File: config.mk
export PLATFORM = sky130hd
export DESIGN_NAME = wave_renderer
export DESIGN_NICKNAME = d
export VERILOG_FILES = /design/src/rtl/wave_renderer.sv
export SDC_FILE = /design/constraint.sdc
export NUM_CORES = 1
export LEC_CHECK = 0
export CORE_AREA = 2 2 122 65
export CTS_BUF_LIST = sky130_fd_sc_hd__clkbuf_4
export DETAILED_ROUTE_END_ITERATION = 10
export DIE_AREA = 0 0 124 67
export PLACE_DENSITY = 0.76
export SYNTH_ARGS = -nofsm -noshare
export SYNTH_HDL_FRONTEND = slang
export SYNTH_SLANG_ARGS = --single-unit
File: constraint.sdc
create_clock -name clk -period 6.23 [get_ports clk]
set_clock_uncertainty 0.05 [all_clocks]
set_input_delay 0.9345 -clock clk [delete_from_list [all_inputs] [get_ports clk]]
set_output_delay 0.9345 -clock clk [all_outputs]
set_load 0.01 [all_outputs]
File: src/rtl/wave_renderer.sv
// wave_renderer: two-stage multi-channel oscilloscope pixel renderer.
// Stage 1 captures raster position, sample rows and grid flag.
// Stage 2 resolves trace hits by priority and registers the final colour.
module wave_renderer #(
    parameter int unsigned        NUM_CH    = 2,
    parameter int unsigned        DATA_W    = 8,
    parameter int unsigned        XY_W      = 10,
    parameter int unsigned        BASELINE  = 239,
    parameter int unsigned        GRID_LOG2 = 5,
    parameter logic [3*NUM_CH-1:0] CH_RGB   = {3'b111, 3'b110},
    parameter logic [2:0]         GRID_RGB  = 3'b010
) (
    input  logic                     clk,
    input  logic                     rst_n,
    input  logic [XY_W-1:0]          x_in,
    input  logic [XY_W-1:0]          y_in,
    input  logic                     de_in,
    input  logic                     hs_in,
    input  logic                     vs_in,
    input  logic [NUM_CH*DATA_W-1:0] data_in,
    input  logic [NUM_CH-1:0]        ch_en,
    input  logic [1:0]               mode,
    output logic [2:0]               rgb_out,
    output logic                     de_out,
    output logic                     hs_out,
    output logic                     vs_out
);

    localparam int unsigned     ROW_W    = XY_W + 1;
    localparam logic [XY_W-1:0] BASE_ROW = XY_W'(BASELINE);

    // Frame-synchronous control shadows
    logic [1:0]        mode_sh_q,  mode_sh_d;
    logic [NUM_CH-1:0] ch_en_sh_q, ch_en_sh_d;

    // Last active-pixel row per channel
    logic [NUM_CH-1:0][XY_W-1:0] prev_row_q, prev_row_d;

    // Stage 1 registers
    logic [XY_W-1:0]             y_s1_q,    y_s1_d;
    logic                        de_s1_q,   de_s1_d;
    logic                        hs_s1_q,   hs_s1_d;
    logic                        vs_s1_q,   vs_s1_d;
    logic                        grid_s1_q, grid_s1_d;
    logic [NUM_CH-1:0][XY_W-1:0] row_s1_q,  row_s1_d;
    logic [NUM_CH-1:0][XY_W-1:0] prev_s1_q, prev_s1_d;

    // Stage 2 (output) registers
    logic [2:0] rgb_q, rgb_d;
    logic       de_q,  de_d;
    logic       hs_q,  hs_d;
    logic       vs_q,  vs_d;

    logic signed [ROW_W-1:0]     diff_c;
    logic [NUM_CH-1:0][XY_W-1:0] row_c;
    logic                        row_start_c;
    logic [NUM_CH-1:0]           hit_c;

    // Latch mode and enable mask only at the top-left pixel
    always_comb begin
        mode_sh_d  = mode_sh_q;
        ch_en_sh_d = ch_en_sh_q;
        if (x_in == '0 && y_in == '0) begin
            mode_sh_d  = mode;
            ch_en_sh_d = ch_en;
        end
    end

    // Convert samples to screen rows, clamping above-screen values to row 0
    always_comb begin
        diff_c = '0;
        row_c  = '0;
        for (int k = 0; k < NUM_CH; k++) begin
            diff_c = $signed(ROW_W'(BASELINE)) - $signed(ROW_W'(data_in[DATA_W*k +: DATA_W]));
            row_c[k] = diff_c[ROW_W-1] ? '0 : diff_c[XY_W-1:0];
        end
    end

    // Stage 1: capture pixel context; a row start restarts the segment at the current row
    always_comb begin
        row_start_c = de_in && !de_s1_q;
        y_s1_d      = y_in;
        de_s1_d     = de_in;
        hs_s1_d     = hs_in;
        vs_s1_d     = vs_in;
        grid_s1_d   = (x_in[GRID_LOG2-1:0] == '0) || (y_in[GRID_LOG2-1:0] == '0);
        row_s1_d    = row_c;
        prev_s1_d   = row_start_c ? row_c : prev_row_q;
        prev_row_d  = de_in ? row_c : prev_row_q;
    end

    // Stage 2: per-channel hit test under the shadowed mode and mask
    always_comb begin
        hit_c = '0;
        for (int k = 0; k < NUM_CH; k++) begin
            case (mode_sh_q)
                2'b01: hit_c[k] = (y_s1_q >= row_s1_q[k] && y_s1_q <= prev_s1_q[k]) ||
                                  (y_s1_q >= prev_s1_q[k] && y_s1_q <= row_s1_q[k]);
                2'b10: hit_c[k] = (y_s1_q >= row_s1_q[k] && y_s1_q <= BASE_ROW) ||
                                  (y_s1_q >= BASE_ROW && y_s1_q <= row_s1_q[k]);
                default: hit_c[k] = (y_s1_q == row_s1_q[k]);
            endcase
            hit_c[k] = hit_c[k] && ch_en_sh_q[k];
        end
    end

    // Stage 2: colour select, lowest channel wins, then grid, blanked outside active area
    always_comb begin
        rgb_d = '0;
        if (de_s1_q) begin
            if (grid_s1_q) begin
                rgb_d = GRID_RGB;
            end
            for (int k = NUM_CH - 1; k >= 0; k--) begin
                if (hit_c[k]) begin
                    rgb_d = CH_RGB[3*k +: 3];
                end
            end
        end
        de_d = de_s1_q;
        hs_d = hs_s1_q;
        vs_d = vs_s1_q;
    end

    // All state with synchronous active-low reset
    always_ff @(posedge clk) begin
        if (!rst_n) begin
            mode_sh_q  <= '0;
            ch_en_sh_q <= '0;
            prev_row_q <= '0;
            y_s1_q     <= '0;
            de_s1_q    <= 1'b0;
            hs_s1_q    <= 1'b0;
            vs_s1_q    <= 1'b0;
            grid_s1_q  <= 1'b0;
            row_s1_q   <= '0;
            prev_s1_q  <= '0;
            rgb_q      <= '0;
            de_q       <= 1'b0;
            hs_q       <= 1'b0;
            vs_q       <= 1'b0;
        end else begin
            mode_sh_q  <= mode_sh_d;
            ch_en_sh_q <= ch_en_sh_d;
            prev_row_q <= prev_row_d;
            y_s1_q     <= y_s1_d;
            de_s1_q    <= de_s1_d;
            hs_s1_q    <= hs_s1_d;
            vs_s1_q    <= vs_s1_d;
            grid_s1_q  <= grid_s1_d;
            row_s1_q   <= row_s1_d;
            prev_s1_q  <= prev_s1_d;
            rgb_q      <= rgb_d;
            de_q       <= de_d;
            hs_q       <= hs_d;
            vs_q       <= vs_d;
        end
    end

    assign rgb_out = rgb_q;
    assign de_out  = de_q;
    assign hs_out  = hs_q;
    assign vs_out  = vs_q;

endmodule
==> results.cfg, run 1 <==
[clocking]
cts_tree = built
htreeDepth = 3
clock-sinks = 72
cts_resized = 0
root_buffer = clkbuf_4
cts_hold_buffers = 0
path_clk_slew_ns = 0.11
cts_setup_buffers = 0
worstSkewPairLatency_ns = 0.42
clockBufferDepth = 2
numCtsBuffers = 9

[timing]
max_freq_ghz = 0.3766
grt_setup_unrepaired = false
finalWorstSetupSlack_ns = 3.574
setup_viol = 0
min_period_ns = 2.656
finalMaxSlewViolations = 0
relSlewSlack_pct = 44.90
tns_ns = 0
timing.final.crit_share_pct = 42.63
hold_violations = 0
tightest_slew_ns = 0.8265

[critical_path]
r2r_cells = 8
r2r-end = rgb_out[1]$_SDFF_PN0_
arrival_ns = 2.95
required_ns = 6.53
rrSetupSlack_ns = 3.79
reg2reg_from = y_s1_q[4]$_SDFF_PN0_
cp-end-kind = flop
worst_setup_path_start_kind = input port
path_class = in2reg
worstPathMaxFanout = 61

[synthesis]
async_reset_ff_share_pct = 0
avgSynthCellArea_um2 = 8.875
synth-seq-area-share_pct = 40.81
yosys_warnings = 0
synth_nets = 479
syn-cell-area_mm2 = 0.003532
ys.flop_type = dfxtp_1
netlist_instances = 398
synth.distinct_cells = 43
synth_edf_count = 0
synth-seq-cells = 72

[layout]
syn2layout_area_growth_pct = 20.79
antennaDiodeCount = 0
layout_commonest_cell = dfxtp_1
final_cell_mix = dfxtp_1 (72), clkdlybuf4s50_1 (50), inv_1 (36), ha_1 (36), nor2b_1 (33)
final_nets = 528
drive_gt1_share_pct = 4.646
finalInstanceArea_mm2 = 0.004267

[place]
placed_cell_area_mm2 = 0.004108
dpl.hpwl_um = 6294
finalWeightedCongestion = 0.8817
portBuffers = 50
place_ws_ns = 3.191

[route]
ant_nets = 0
routed-via-count = 2900
drc_errors = 0
drt_pass1_iterations = 4
routed_wl_um = 8072
wl_per_cell_um = 14.73
drtIter0Drc = 257
via_per_inst = 5.292

[grt]
grt_overflow = 0
grt_start_max_net_pins = 62
grtUsageTotal_pct = 21.43
grt_pass1_vias = 2747
antenna_found_initial = 0
grt_pass1_wl_um = 13140

[min_path]
holdPathEnd = hs_out$_SDFF_PN0_
hp-start = hs_d$_SDFF_PN0_
min_path_type = reg2reg
worstHoldPathCells = 1

[floorplanning]
ios = 51
die_area_mm2 = 0.008308
coreArea_mm2 = 0.007157
die_y_um = 67
die_w_um = 124
rows = 22
initial_utilization_pct = 49.35

[outcome]
status = finished, final reports clean

[power_and_ir_drop]
total_power_mw = 0.9882
p_leak_nw = 1.838
power_density_mw_per_mm2 = 231.6
worst_ir_drop_vdd_uv = 157.3

[job]
drv_cap = 0
## state kept, by name, summed over array words and instances, names as in the netlist
signal      cells
de_out          1
y_s1_q         10
row_s1_q       16
grid_s1_q       1
mode_sh_q       2
hs_out          1
de_d            1
rgb_out         3
prev_s1_q      16
hs_d            1
prev_row_q     16
ch_en_sh_q      2
vs_d            1
vs_out          1
## final cells by class
class                           instances  area [um^2]
Fill cell                             635         2890
Multi-Input combinational cell        276         1896
Sequential cell                        72         1441
Timing Repair Buffer                   52        515.5
Inverter                               36        135.1
Tap cell                               96        120.1
Clock inverter                          6        83.83
Clock buffer                           10        75.07
## Yosys cell counts (all sizes together), types with 4 or more instances
cell	count	area (um^2)
dfxtp	72	1441
ha	36	450.4
inv	36	135.1
nor2b	33	206.5
nor3	25	125.1
nand2	24	90.09
nor2	23	86.33
a21oi	20	100.1
and2	17	106.4
nand3	15	75.07
clkbuf	13	48.80
o21a	10	75.07
o211a	8	80.08
o21ai	8	40.03
nand4	6	37.54
a21boi	5	37.54
a21o	5	37.54
and3	5	31.28
mux2i	5	50.05
and4	4	35.03
## cell families after synthesis
group                      after synthesis  synth area share, %
AOI/OAI and AO/OA                       73                14.49
xor gates and xnor gates                 1               0.2480
adders and majority gates               36                12.75
buffers and inverters                   50                5.526
DFF                                     72                40.81
muxes                                    6                1.736
and+or+nand+nor                        160                24.44
## report_power, final
group / internal (mW) / switching (mW) / leakage (nW)
Sequential: 0.485 / 0.0133 / 0.594
Combinational: 0.0801 / 0.0836 / 1.16
Clock: 0.165 / 0.161 / 0.0800
Total: 0.730 / 0.258 / 1.84
## metal layers
layer | track usage [%] | wire (um)
met1 | 29.58 | 4205
met2 | 32.01 | 3201
met3 | 6.592 | 568
met4 | 6.461 | 96
met5 | 0 | 0
## worst max-delay path, stage by stage
cell	delay, ns
clkdlybuf4s50_1	0.45
buf_4	0.43
and2_1	0.34
nand2_1	0.10
a311o_1	0.27
o21ai_1	0.14
a21oi_1	0.11
a31oi_2	0.15
## per-stage QoR
stage / hold WS (ns) / utilization, % / std cells
6_report: 0.4004 / 59.62 / 548
5_1_grt: 0.4366 / 59.62 / 548
4_1_cts: 0.4003 / 59.62 / 548
3_5_place_dp: 0.3722 / 57.40 / 532
3_3_place_gp: 0.3690 / 57.40 / 532
2_1_floorplan: 0.3619 / - / 398
## worst max path at each step
| stage | slack [ns] | start | endpoint |
|---|---|---|---|
| 6_report | 3.57 | rst_n | rgb_out[0]$_SDFF_PP0_ |
| 4_1_cts | 3.64 | rst_n | rgb_out[0]$_SDFF_PP0_ |
| 5_1_grt | 3.48 | rst_n | rgb_out[0]$_SDFF_PP0_ |
| 2_1_floorplan | 4.02 | x_in[0] | ch_en_sh_q[0]$_SDFFE_PN0P_ |
| 3_5_place_dp | 3.19 | rst_n | rgb_out[0]$_SDFF_PP0_ |
| 3_3_place_gp | 3.27 | rst_n | rgb_out[0]$_SDFF_PP0_ |
(Power assumes the default switching activity.)
==> run 2, diff against run 1 <==
PLACE_DENSITY = 0.79   (was 0.76)
clock period = 2.36 ns   (was 6.23 ns; I/O delays follow)
==> run 2 against run 1 <==
  * Die area unchanged
  * Sequential cell count stayed put
  * Wire length is 5.1% higher
  * Global-route usage up 0.61 points
  * Register-to-register slack worse by 3.7 ns
  * Clock-buffer cell count shrank 1
  * Combinational power increased to 2.7 times the previous value
  * Utilization is 0.35 points higher
==> results.cfg, run 2 (synthesis gave the netlist of run 1 again) <==
[timing]
finalWorstSetupSlack_ns = 0.1289
finalMaxSlewViolations = 0
grt_setup_unrepaired = false
tightest_slew_ns = 0.5037
timing.final.crit_share_pct = 94.54
max_freq_ghz = 0.4482
hold_ws_ns = 0.4001
hold_violations = 0
tns_ns = 0
relSlewSlack_pct = 66.42
min_period_ns = 2.231
setup_viol = 0

[layout]
final_cell_mix = dfxtp_1 (68), clkdlybuf4s50_1 (50), inv_1 (36), ha_1 (36), nor2b_1 (33)
final_nets = 534
drive_gt1_share_pct = 6.550
syn2layout_area_growth_pct = 21.50
final_core_util_pct = 59.97
antennaDiodeCount = 0
fin_cells = 554
largestRegisters = prev_row_q (16), prev_s1_q (16), row_s1_q (16)
layout_commonest_cell = dfxtp_1

[clocking]
cts_setup_buffers = 0
worstSkewPairLatency_ns = 0.45
cts_hold_buffers = 0
cts_resized = 0
numCtsBuffers = 9
htreeDepth = 3
clockBufferDepth = 2
path_clk_slew_ns = 0.11
cts_tree = built
root_buffer = clkbuf_4
clock-sinks = 72

[grt]
grt_start_max_net_pins = 61
grt_overflow = 0
grt_pass1_vias = 2773
antenna_found_initial = 0
grt_pass1_wl_um = 13370
grtUsageTotal_pct = 22.04

[outcome]
status = finished, final reports clean

[floorplanning]
die_area_mm2 = 0.008308
die_y_um = 67
die_w_um = 124
initial_utilization_pct = 49.35
rows = 22
ios = 51
coreArea_mm2 = 0.007157

[place]
portBuffers = 50
finalWeightedCongestion = 0.9198
dpl.hpwl_um = 6410
place_ws_ns = 0.08734
dpl.cell_count = 538

[critical_path]
cp_slowest_cell = dfxtp_2
worst-path-buf-inv = 0
required_ns = 2.68
cp_top_family = compound AO/OA/AOI/OAI gates
arrival_ns = 2.55
worst_setup_path_start_kind = flop
cp-end-kind = flop
path_class = reg2reg
critPathMaxStageDelay_ns = 0.39
critical_path.cell_chain = ha_1 -> nand4_1 -> nor4_4 -> mux2i_1 -> a311o_1 -> o21ai_1 -> a21oi_2 -> a31oi_2
worstPathMaxFanout = 5
rrSetupSlack_ns = 0.13

[min_path]
min_path_type = reg2reg

[power_and_ir_drop]
power_density_mw_per_mm2 = 585.2
worst_ir_drop_vdd_uv = 382.8
p_leak_nw = 1.858

[job]
drv_cap = 0

[route]
routed_wl_um = 8483
wl_per_cell_um = 15.31
ant_nets = 0
routed-via-count = 3027
via_per_inst = 5.464
drtIter0Drc = 188
drc_errors = 0
drt_pass1_iterations = 7
[run 2: per-layer routing]
layer,GRT usage [%],part of all wire [%],vias up
li1,-,-,1486
met4,6.742,1.3,0
met2,32.69,42,120
met1,30.29,47,1400
met3,7.192,9.2,21
met5,0,0,-
[run 2: path summary, 6_finish.rpt]
check | start | endpoint | cells after the start
min reg2reg | hs_d$_SDFF_PN0_ | hs_out$_SDFF_PN0_ | 1
max | y_s1_q[5]$_SDFF_PN0_ | rgb_out[0]$_SDFF_PP0_ | 8
min | hs_d$_SDFF_PN0_ | hs_out$_SDFF_PN0_ | 1
max reg2reg | y_s1_q[5]$_SDFF_PN0_ | rgb_out[0]$_SDFF_PP0_ | 8
[run 2: cell type report]
class / instances / area [um^2]
inverters: 36 / 135.1
multi-input cells: 276 / 1899
clock buffers: 9 / 67.56
fillers: 654 / 2865
well taps: 96 / 120.1
flip-flops and latches: 72 / 1446
repair buffers: 58 / 560.5
clock inverters: 7 / 62.56
[run 2: per-stage QoR]
stage	power (mW)	instance area, um^2
finish	2.512	4292
global route	2.637	4292
CTS	2.521	4283
detailed placement	1.774	4153
global placement	1.748	4153
floorplan	1.596	3532
[run 2: power breakdown]
| group | switching [mW] | internal [mW] | leakage (nW) |
|---|---|---|---|
| sequential | 0.0367 | 1.28 | 0.595 |
| clock | 0.443 | 0.312 | 0.0684 |
| combinational | 0.221 | 0.218 | 1.19 |
==> run 3, diff against run 2 <==
GPL_ROUTABILITY_DRIVEN = 0   (was unset)
==> run 3 against run 2 <==
  * Via count decreased by 2.5%
  * Setup slack improved by 0.0072 ns
  * Final cell count unchanged
==> results.cfg, run 3 (synthesis gave the netlist of run 1 again) <==
[critical_path]
critical_path.cell_chain = ha_1 -> nand4_1 -> nor4_4 -> mux2i_1 -> a311o_1 -> o21ai_1 -> a21oi_1 -> a31oi_2
critPathMaxStageDelay_ns = 0.40
worst_setup_path_start_kind = flop
r2r_cells = 8
path_class = reg2reg
worst-path-buf-inv = 0
cp-end-kind = flop
rrSetupSlack_ns = 0.14
required_ns = 2.67
r2r-end = rgb_out[0]$_SDFF_PP0_
cp_top_family = compound AO/OA/AOI/OAI gates
worstPathMaxFanout = 5
cp_slowest_cell = dfxtp_2
arrival_ns = 2.54
reg2reg_from = y_s1_q[5]$_SDFF_PN0_

[clocking]
worstSkewPairLatency_ns = 0.43
numCtsBuffers = 9
path_clk_slew_ns = 0.12
cts_setup_buffers = 0
clock-sinks = 72
cts_tree = built
clockBufferDepth = 2
htreeDepth = 3
root_buffer = clkbuf_4

[min_path]
holdPathEnd = hs_out$_SDFF_PN0_
hp-start = hs_d$_SDFF_PN0_
worstHoldPathCells = 1
min_path_type = reg2reg

[power_and_ir_drop]
total_power_mw = 2.392
worst_ir_drop_vdd_uv = 353.3
p_leak_nw = 1.849
power_density_mw_per_mm2 = 561.1

[timing]
tightest_slew_ns = 0.5098
finalMaxSlewViolations = 0
hold_violations = 0
setup_viol = 0
min_period_ns = 2.224
timing.final.crit_share_pct = 94.23
max_freq_ghz = 0.4497
relSlewSlack_pct = 66.01
grt_setup_unrepaired = false
tns_ns = 0

[grt]
grt_pass1_vias = 2751
grtUsageMet2_pct = 30.29
busiest_layer = met1
grt_start_max_net_pins = 61
grt_pass1_wl_um = 13120
antenna_found_initial = 0
grt_overflow = 0
gr-usage-met3_pct = 8.048
gr-usage-met1_pct = 30.39
grtUsageTotal_pct = 21.40

[layout]
layout_commonest_cell = dfxtp_1
final_cell_mix = dfxtp_1 (69), clkdlybuf4s50_1 (50), inv_1 (36), ha_1 (36), nor2b_1 (33)
syn2layout_area_growth_pct = 20.69
drive_gt1_share_pct = 6.332
largestRegisters = prev_row_q (16), prev_s1_q (16), row_s1_q (16)
antennaDiodeCount = 0
final_nets = 534

[floorplanning]
rows = 22
die_w_um = 124
ios = 51
coreArea_mm2 = 0.007157
die_y_um = 67
die_area_mm2 = 0.008308
initial_utilization_pct = 49.35

[route]
drt_pass1_iterations = 4
drc_errors = 0
via_per_inst = 5.327
routed-via-count = 2951
wl_per_cell_um = 14.70
drtIter0Drc = 157
ant_nets = 0
routed_wl_um = 8143

[place]
portBuffers = 50
dpl.hpwl_um = 6249

[outcome]
status = finished, final reports clean

[job]
drv_cap = 0
-- run 3: changes by cell type in the layout (fill, tap and decap cells not counted) --
cell       before  now
dfxtp_1        68   69
dfxtp_2         4    3
a21oi_1        19   20
clkinv_1        3    2
clkinv_2        1    3
a21oi_2         1    0
bufinv_16       1    0
-- run 3: layer usage --
metal | vias to the layer above | part of all wire, %
met4 | 0 | 0.59
li1 | 1494 | -
met2 | 90 | 41
met1 | 1360 | 52
met5 | - | 0
met3 | 7 | 7.0
-- run 3: repair_timing --
item / 4_1_cts / 5_1_grt
resized for setup: 0 / 3
endpoints found under the hold margin: 0 / 0
setup endpoints to repair: 0 / 3
hold buffers: 0 / 0
-- run 3: how the worst max path moves through the flow --
stage	from	to	depth (start not counted)
3_3_place_gp	y_in[0]	ch_en_sh_q[1]$_SDFFE_PN0P_	6
5_1_grt	y_s1_q[1]$_SDFF_PN0_	rgb_out[1]$_SDFF_PN0_	8
6_report	y_s1_q[5]$_SDFF_PN0_	rgb_out[0]$_SDFF_PP0_	8
4_1_cts	y_s1_q[5]$_SDFF_PN0_	rgb_out[1]$_SDFF_PN0_	8
2_1_floorplan	y_s1_q[4]$_SDFF_PN0_	rgb_out[1]$_SDFF_PN0_	8
3_5_place_dp	y_in[3]	mode_sh_q[1]$_SDFFE_PN0P_	6
-- run 3: metrics by stage --
| step | hold slack (ns) | worst slack, ns | utilization, % | instance area, um^2 | instances |
|---|---|---|---|---|---|
| 2_1_floorplan | 0.3619 | 0.3458 | - | 3532 | 398 |
| 3_3_place_gp | 0.3631 | 0.1207 | 58.02 | 4153 | 538 |
| 3_5_place_dp | 0.3763 | 0.03748 | 58.02 | 4153 | 538 |
| 4_1_cts | 0.4050 | 0.05119 | 59.51 | 4259 | 554 |
| 5_1_grt | 0.4005 | 0.008073 | 59.56 | 4263 | 554 |
| 6_report | 0.3990 | 0.1361 | 59.56 | 4263 | 554 |
-- run 3: final cells by class --
type	count	area [um^2]
clock buffers	9	67.56
clock inverters	7	38.79
fillers	633	2894
inverters	36	135.1
multi-input cells	276	1896
flip-flops and latches	72	1445
well taps	96	120.1
repair buffers	58	560.5
-- run 3: worst reg2reg max path: stages, from the launching register on --
cell,delay (ns)
dfxtp_2,0.40
ha_1,0.34
nand4_1,0.18
nor4_4,0.32
mux2i_1,0.14
a311o_1,0.34
o21ai_1,0.13
a21oi_1,0.10
a31oi_2,0.16
-- run 3: power by group --
group,internal [mW],switching [mW]
logic,0.217,0.216
clock network,0.205,0.437
registers,1.28,0.0354
total,1.70,0.689
==> patch 1 (config.mk and constraints of run 2) <==
The output `rgb_out` loses its register stage (`rgb_q` becomes a continuous assignment).
--- a/src/rtl/wave_renderer.sv
+++ b/src/rtl/wave_renderer.sv
@@ -135,7 +135,6 @@
             grid_s1_q  <= 1'b0;
             row_s1_q   <= '0;
             prev_s1_q  <= '0;
-            rgb_q      <= '0;
             de_q       <= 1'b0;
             hs_q       <= 1'b0;
             vs_q       <= 1'b0;
@@ -150,12 +149,13 @@
             grid_s1_q  <= grid_s1_d;
             row_s1_q   <= row_s1_d;
             prev_s1_q  <= prev_s1_d;
-            rgb_q      <= rgb_d;
             de_q       <= de_d;
             hs_q       <= hs_d;
             vs_q       <= vs_d;
         end
     end
+
+    assign rgb_q = rgb_d;
 
     assign rgb_out = rgb_q;
     assign de_out  = de_q;
Formal check against the unedited RTL: not equivalent (a bounded check fails within 4 cycles, from zero or initial values and one cycle with rst_n low).
==> patch 1 against run 2 <==
The run now ends with setup timing left. Global-route usage is 2.2 points higher. Critical path depth is 1 higher. Total power is 12% higher. Worst setup slack worse by 0.99 ns. Combinational power is 28% higher. Final area is 12% higher. Routed wire length is 9.5% higher. Sequential share of layout area is 4.7 points lower. Sequential cell count is 3 lower. Area after synthesis is 1.5% lower. Critical path type is now flop to output pin. Largest cell class unchanged. Largest power group unchanged.
==> patch 1: results (changes against run 2) <==
- Share of the synthesized area in compound gates (AO/OA/AOI/OAI): 15.2% (was 14.5%)
- Result of the run: finished, violations left (was completed)
- Total via count after detailed routing: 3,135 (was 3,027)
- Switching portion of total power: 26.7% (was 27.9%)
- Transition time at the pin with the least slew margin: 0.443 ns (was 0.504 ns)
- Starting DRT DRC Count: 305 (was 188)
- Number of global-route vias before repair: 2,993 (was 2,773)
- Reg power frac: 45.1% (was 52.5%)
- Quantity of gates resized following cts: 38 (was 0)
- Static Leak: 0.00209 uW (was 0.00186 uW)
- CP max stage delay: 0.40 ns
- Routed metal-1 wire length: 4350 um (was 4000 um)
- Adder-cell share of the synthesized area: 12.9% (was 12.8%)
- Avg Cell Area, Syn: 8.79 um^2 (was 8.87 um^2)
- Post-synthesis xor/xnor area fraction: 0.252% (was 0.248%)
- Critical Path AT: 2.81 ns (was 2.55 ns)
- Clock network fraction of total power: 34.9% (was 30.0%)
- Largest voltage drop on the vdd net: 0.000412 V (was 0.000383 V)
- Total Nets Final: 566 (was 534)
- Routing usage on met2: 37.0% (was 32.7%)
- Post-place setup slack: -0.701 ns (was 0.0873 ns)
- Syn Nets: 477 (was 479)
- Crit-path slowest cell: sky130_fd_sc_hd__dfxtp_4 (was sky130_fd_sc_hd__dfxtp_2)
- Length of routed met3 wiring: 841 um (was 779 um)
- Cell count after placement: 559 (was 538)
- Wire length of the first global-routing pass: 14,700 um (was 13,400 um)
- Setup Viol. Count Final: 3 (was 0)
- Setup Buffers After CTS: 8 (was 0)
- Largest net degree at the start of global routing: 62 (was 61)
- Filler-free cell count of the finished design: 586 (was 554)
- Violated checks: setup timing
- Power density cells: 581 nW/um^2 (was 585 nW/um^2)
- Met1 track demand over resource in global routing: 32.0% (was 30.3%)
- Layout cell share with drive strength beyond 1: 20.8% (was 6.55%)
- Worst R2R Path Depth: 7 (was 8)
- Cell Area, Placed: 4340 um^2 (was 4150 um^2)
- Gp weighted congestion: 0.868 (was 0.920)
- Final setup margin: -0.857 ns (was 0.129 ns)
- Setup TNS after final layout: -2.42 ns (was 0 ns)
- Total length of routed met2 wires: 3980 um (was 3590 um)
patch 1: area by class of cell:
class                           count  area, um^2  share of cell area [%]
Clock buffer                        9        67.6                    1.40
Clock inverter                      7         114                    2.36
Inverter                           38         143                    2.96
Multi-Input combinational cell    275        2170                    44.9
Sequential cell                    69        1400                    29.0
Tap cell                           96         120                    2.49
Timing Repair Buffer               92         813                    16.9
patch 1: final timing paths:
kind,startpoint,endpoint,slack [ns]
hold / removal,vs_d,vs_out,0.40
setup reg to reg,de_d,prev_s1_q[1],0.70
hold reg to reg,vs_d,vs_out,0.40
setup / recovery,y_s1_q[5],rgb_out[2],-0.86
patch 1: logic make-up (layout without fill, tap and decap cells):
| logic type | count (synthesis) | after routing |
|---|---|---|
| XOR/XNOR | 1 | 1 |
| flip-flops | 69 | 69 |
| adder cells (fa/ha/maj) | 36 | 36 |
| AND/OR/NAND/NOR | 163 | 163 |
| AO/OA/AOI/OAI | 71 | 71 |
| multiplexers | 4 | 4 |
| buffers and inverters | 52 | 146 |
==> patch 2 (flow settings as in run 2) <==
Without the edit above. The parameter `XY_W` goes from 10 to 12.
--- a/src/rtl/wave_renderer.sv
+++ b/src/rtl/wave_renderer.sv
@@ -4,7 +4,7 @@
 module wave_renderer #(
     parameter int unsigned        NUM_CH    = 2,
     parameter int unsigned        DATA_W    = 8,
-    parameter int unsigned        XY_W      = 10,
+    parameter int unsigned        XY_W      = 12,
     parameter int unsigned        BASELINE  = 239,
     parameter int unsigned        GRID_LOG2 = 5,
     parameter logic [3*NUM_CH-1:0] CH_RGB   = {3'b111, 3'b110},
Interface: changed (resized x_in and y_in); port bits go from 51 to 55. The function was not compared with the original's and may differ.
==> patch 2 against run 2 <==
Routed wire length increased by 2.2%. Via count increased by 1.2%. Final area increased by 5.9%. Worst setup slack got worse by 0.10 ns. Area after synthesis increased by 3.0%. Total power increased by 4.8%. Sequential cell count increased by 2. Clock power increased by 6.2%. Cell count increased by 4.0%. Count of clock-buffer cells in the layout increased by 1. Largest cell class unchanged. Largest power group unchanged.
==> patch 2: results (changes against run 2) <==
- Critical Path AT: 2.65 ns (was 2.55 ns)
- Crit-path slowest cell: sky130_fd_sc_hd__a221o_1 (was sky130_fd_sc_hd__dfxtp_2)
- Total via count after detailed routing: 3,064 (was 3,027)
- Routing usage on met2: 34.1% (was 32.7%)
- Met3 demand-to-capacity share in global routing: 8.65% (was 7.19%)
- Wire length of the first global-routing pass: 13,700 um (was 13,400 um)
- Largest net degree at the start of global routing: 63 (was 61)
- Static Leak: 0.00184 uW (was 0.00186 uW)
- Starting DRT DRC Count: 244 (was 188)
- CP max stage delay: 0.41 ns (was 0.39 ns)
- HPWL after detailed placement: 6650 um (was 6410 um)
- Most instantiated cells after synthesis: 74 x sky130_fd_sc_hd__dfxtp_1, 36 x sky130_fd_sc_hd__ha_1, 34 x sky130_fd_sc_hd__inv_1, 33 x sky130_fd_sc_hd__nor2b_1, 28 x sky130_fd_sc_hd__nor3_1 (was 72 x sky130_fd_sc_hd__dfxtp_1, 36 x sky130_fd_sc_hd__ha_1, 36 x sky130_fd_sc_hd__inv_1, 33 x sky130_fd_sc_hd__nor2b_1, 25 x sky130_fd_sc_hd__nor3_1)
- Result of the run: completed (unchanged)
- Routed WL per cell: 15.0 um (was 15.3 um)
- Global routing usage summed across all routing layers: 22.5% (was 22.0%)
- Sequential fraction of the synthesis area: 40.7% (was 40.8%)
- Cell Area, Placed: 4360 um^2 (was 4150 um^2)
- Met1 track demand over resource in global routing: 29.8% (was 30.3%)
- Startpoint of the most critical hold path: vs_d (was hs_d)
- Syn Nets: 494 (was 479)
- Input/output buffers: 54 (was 50)
- Gp weighted congestion: 0.986 (was 0.920)
- WHS Endpoint: vs_out (was hs_out)
- Reg-to-reg slack, setup: 0.03 ns (was 0.13 ns)
- Quantity of gates resized following cts: 1 (was 0)
- Top cells by area, synth: sky130_fd_sc_hd__dfxtp_1 41%, sky130_fd_sc_hd__ha_1 12%, sky130_fd_sc_hd__nor2b_1 5.7% (was sky130_fd_sc_hd__dfxtp_1 41%, sky130_fd_sc_hd__ha_1 13%, sky130_fd_sc_hd__nor2b_1 5.8%)
- Filler cells: 608 (was 654)
- Count of distinct cell types in the synthesized netlist: 38 (was 43)
- Worst r2r src: y_s1_q[6] (was y_s1_q[5])
- Largest voltage drop on the vdd net: 0.000347 V (was 0.000383 V)
- Total Nets Final: 560 (was 534)
- Post-place setup slack: -0.0735 ns (was 0.0873 ns)
- Transition time at the pin with the least slew margin: 0.619 ns (was 0.504 ns)
patch 2: changes by cell type in the layout (fill, tap and decap cells not counted), moves of 4 or more:
cell | before | now
sky130_fd_sc_hd__a21oi_1 | 19 | 25
sky130_fd_sc_hd__clkinvlp_4 | 1 | 5
sky130_fd_sc_hd__dfxtp_1 | 68 | 73
sky130_fd_sc_hd__clkdlybuf4s50_1 | 50 | 54
sky130_fd_sc_hd__buf_4 | 8 | 17
sky130_fd_sc_hd__nand4_1 | 6 | 11
sky130_fd_sc_hd__and4_1 | 4 | 0
patch 2: routing by layer:
metal	up-vias	share of wire, %
met3	8	8.5
met4	0	1.1
met2	94	42
met1	1411	49
met5	-	0
li1	1551	-
patch 2: kinds of logic (layout without fill, tap and decap cells):
family	Yosys count	in the layout	share of synthesized area (%)
fa+ha+maj	36	36	12.4
buf+inv	50	121	5.36
mux	5	5	1.41
compound gates	73	73	15.5
flops	74	74	40.7
xor+xnor	1	1	0.241
simple gates	170	170	24.4
patch 2: how the worst max path moves through the flow:
| stage | from | end | slack [ns] | cells past startpoint |
|---|---|---|---|---|
| detailed placement | row_s1_q[13] | rgb_out[1] | -0.07 | 9 |
| global route | y_s1_q[7] | rgb_out[0] | -0.05 | 8 |
| finish | y_s1_q[6] | rgb_out[0] | 0.03 | 8 |
| CTS | y_s1_q[8] | rgb_out[0] | 0.05 | 6 |
| floorplan | y_s1_q[1] | rgb_out[1] | 0.07 | 8 |
| global placement | row_s1_q[13] | rgb_out[1] | -0.001 | 9 |
patch 2: power by group:
group | switching, uW | internal (uW)
logic | 246 | 242
clock network | 469 | 333
registers | 27.1 | 1320
patch 2: final cells by class:
class	count	area [um^2]	share of cell area, %
Clock inverter	6	67.6	1.49
Tap cell	96	120	2.64
Sequential cell	74	1480	32.6
Inverter	34	128	2.81
Multi-Input combinational cell	285	2000	44.1
Clock buffer	10	75.1	1.65
Timing Repair Buffer	71	668	14.7
patch 2: worst reg2reg max path: stages, from the launching register on:
cell and delay (ns):
sky130_fd_sc_hd__dfxtp_1 0.33, sky130_fd_sc_hd__buf_4 0.15, sky130_fd_sc_hd__ha_1 0.32, sky130_fd_sc_hd__a21oi_1 0.16, sky130_fd_sc_hd__nand2_1 0.11, sky130_fd_sc_hd__a2111oi_4 0.40
sky130_fd_sc_hd__xnor2_1 0.11, sky130_fd_sc_hd__a221o_1 0.41, sky130_fd_sc_hd__a211oi_2 0.21
patch 2: per-stage QoR:
step / std cells / hold WS, ns / setup TNS (ns)
after floorplan: 409 / 0.362 / 0
after global placement: 559 / 0.363 / -0.00119
after detailed placement: 559 / 0.371 / -0.174
after CTS: 575 / 0.401 / 0
after global routing: 576 / 0.411 / -0.102
final: 576 / 0.395 / 0
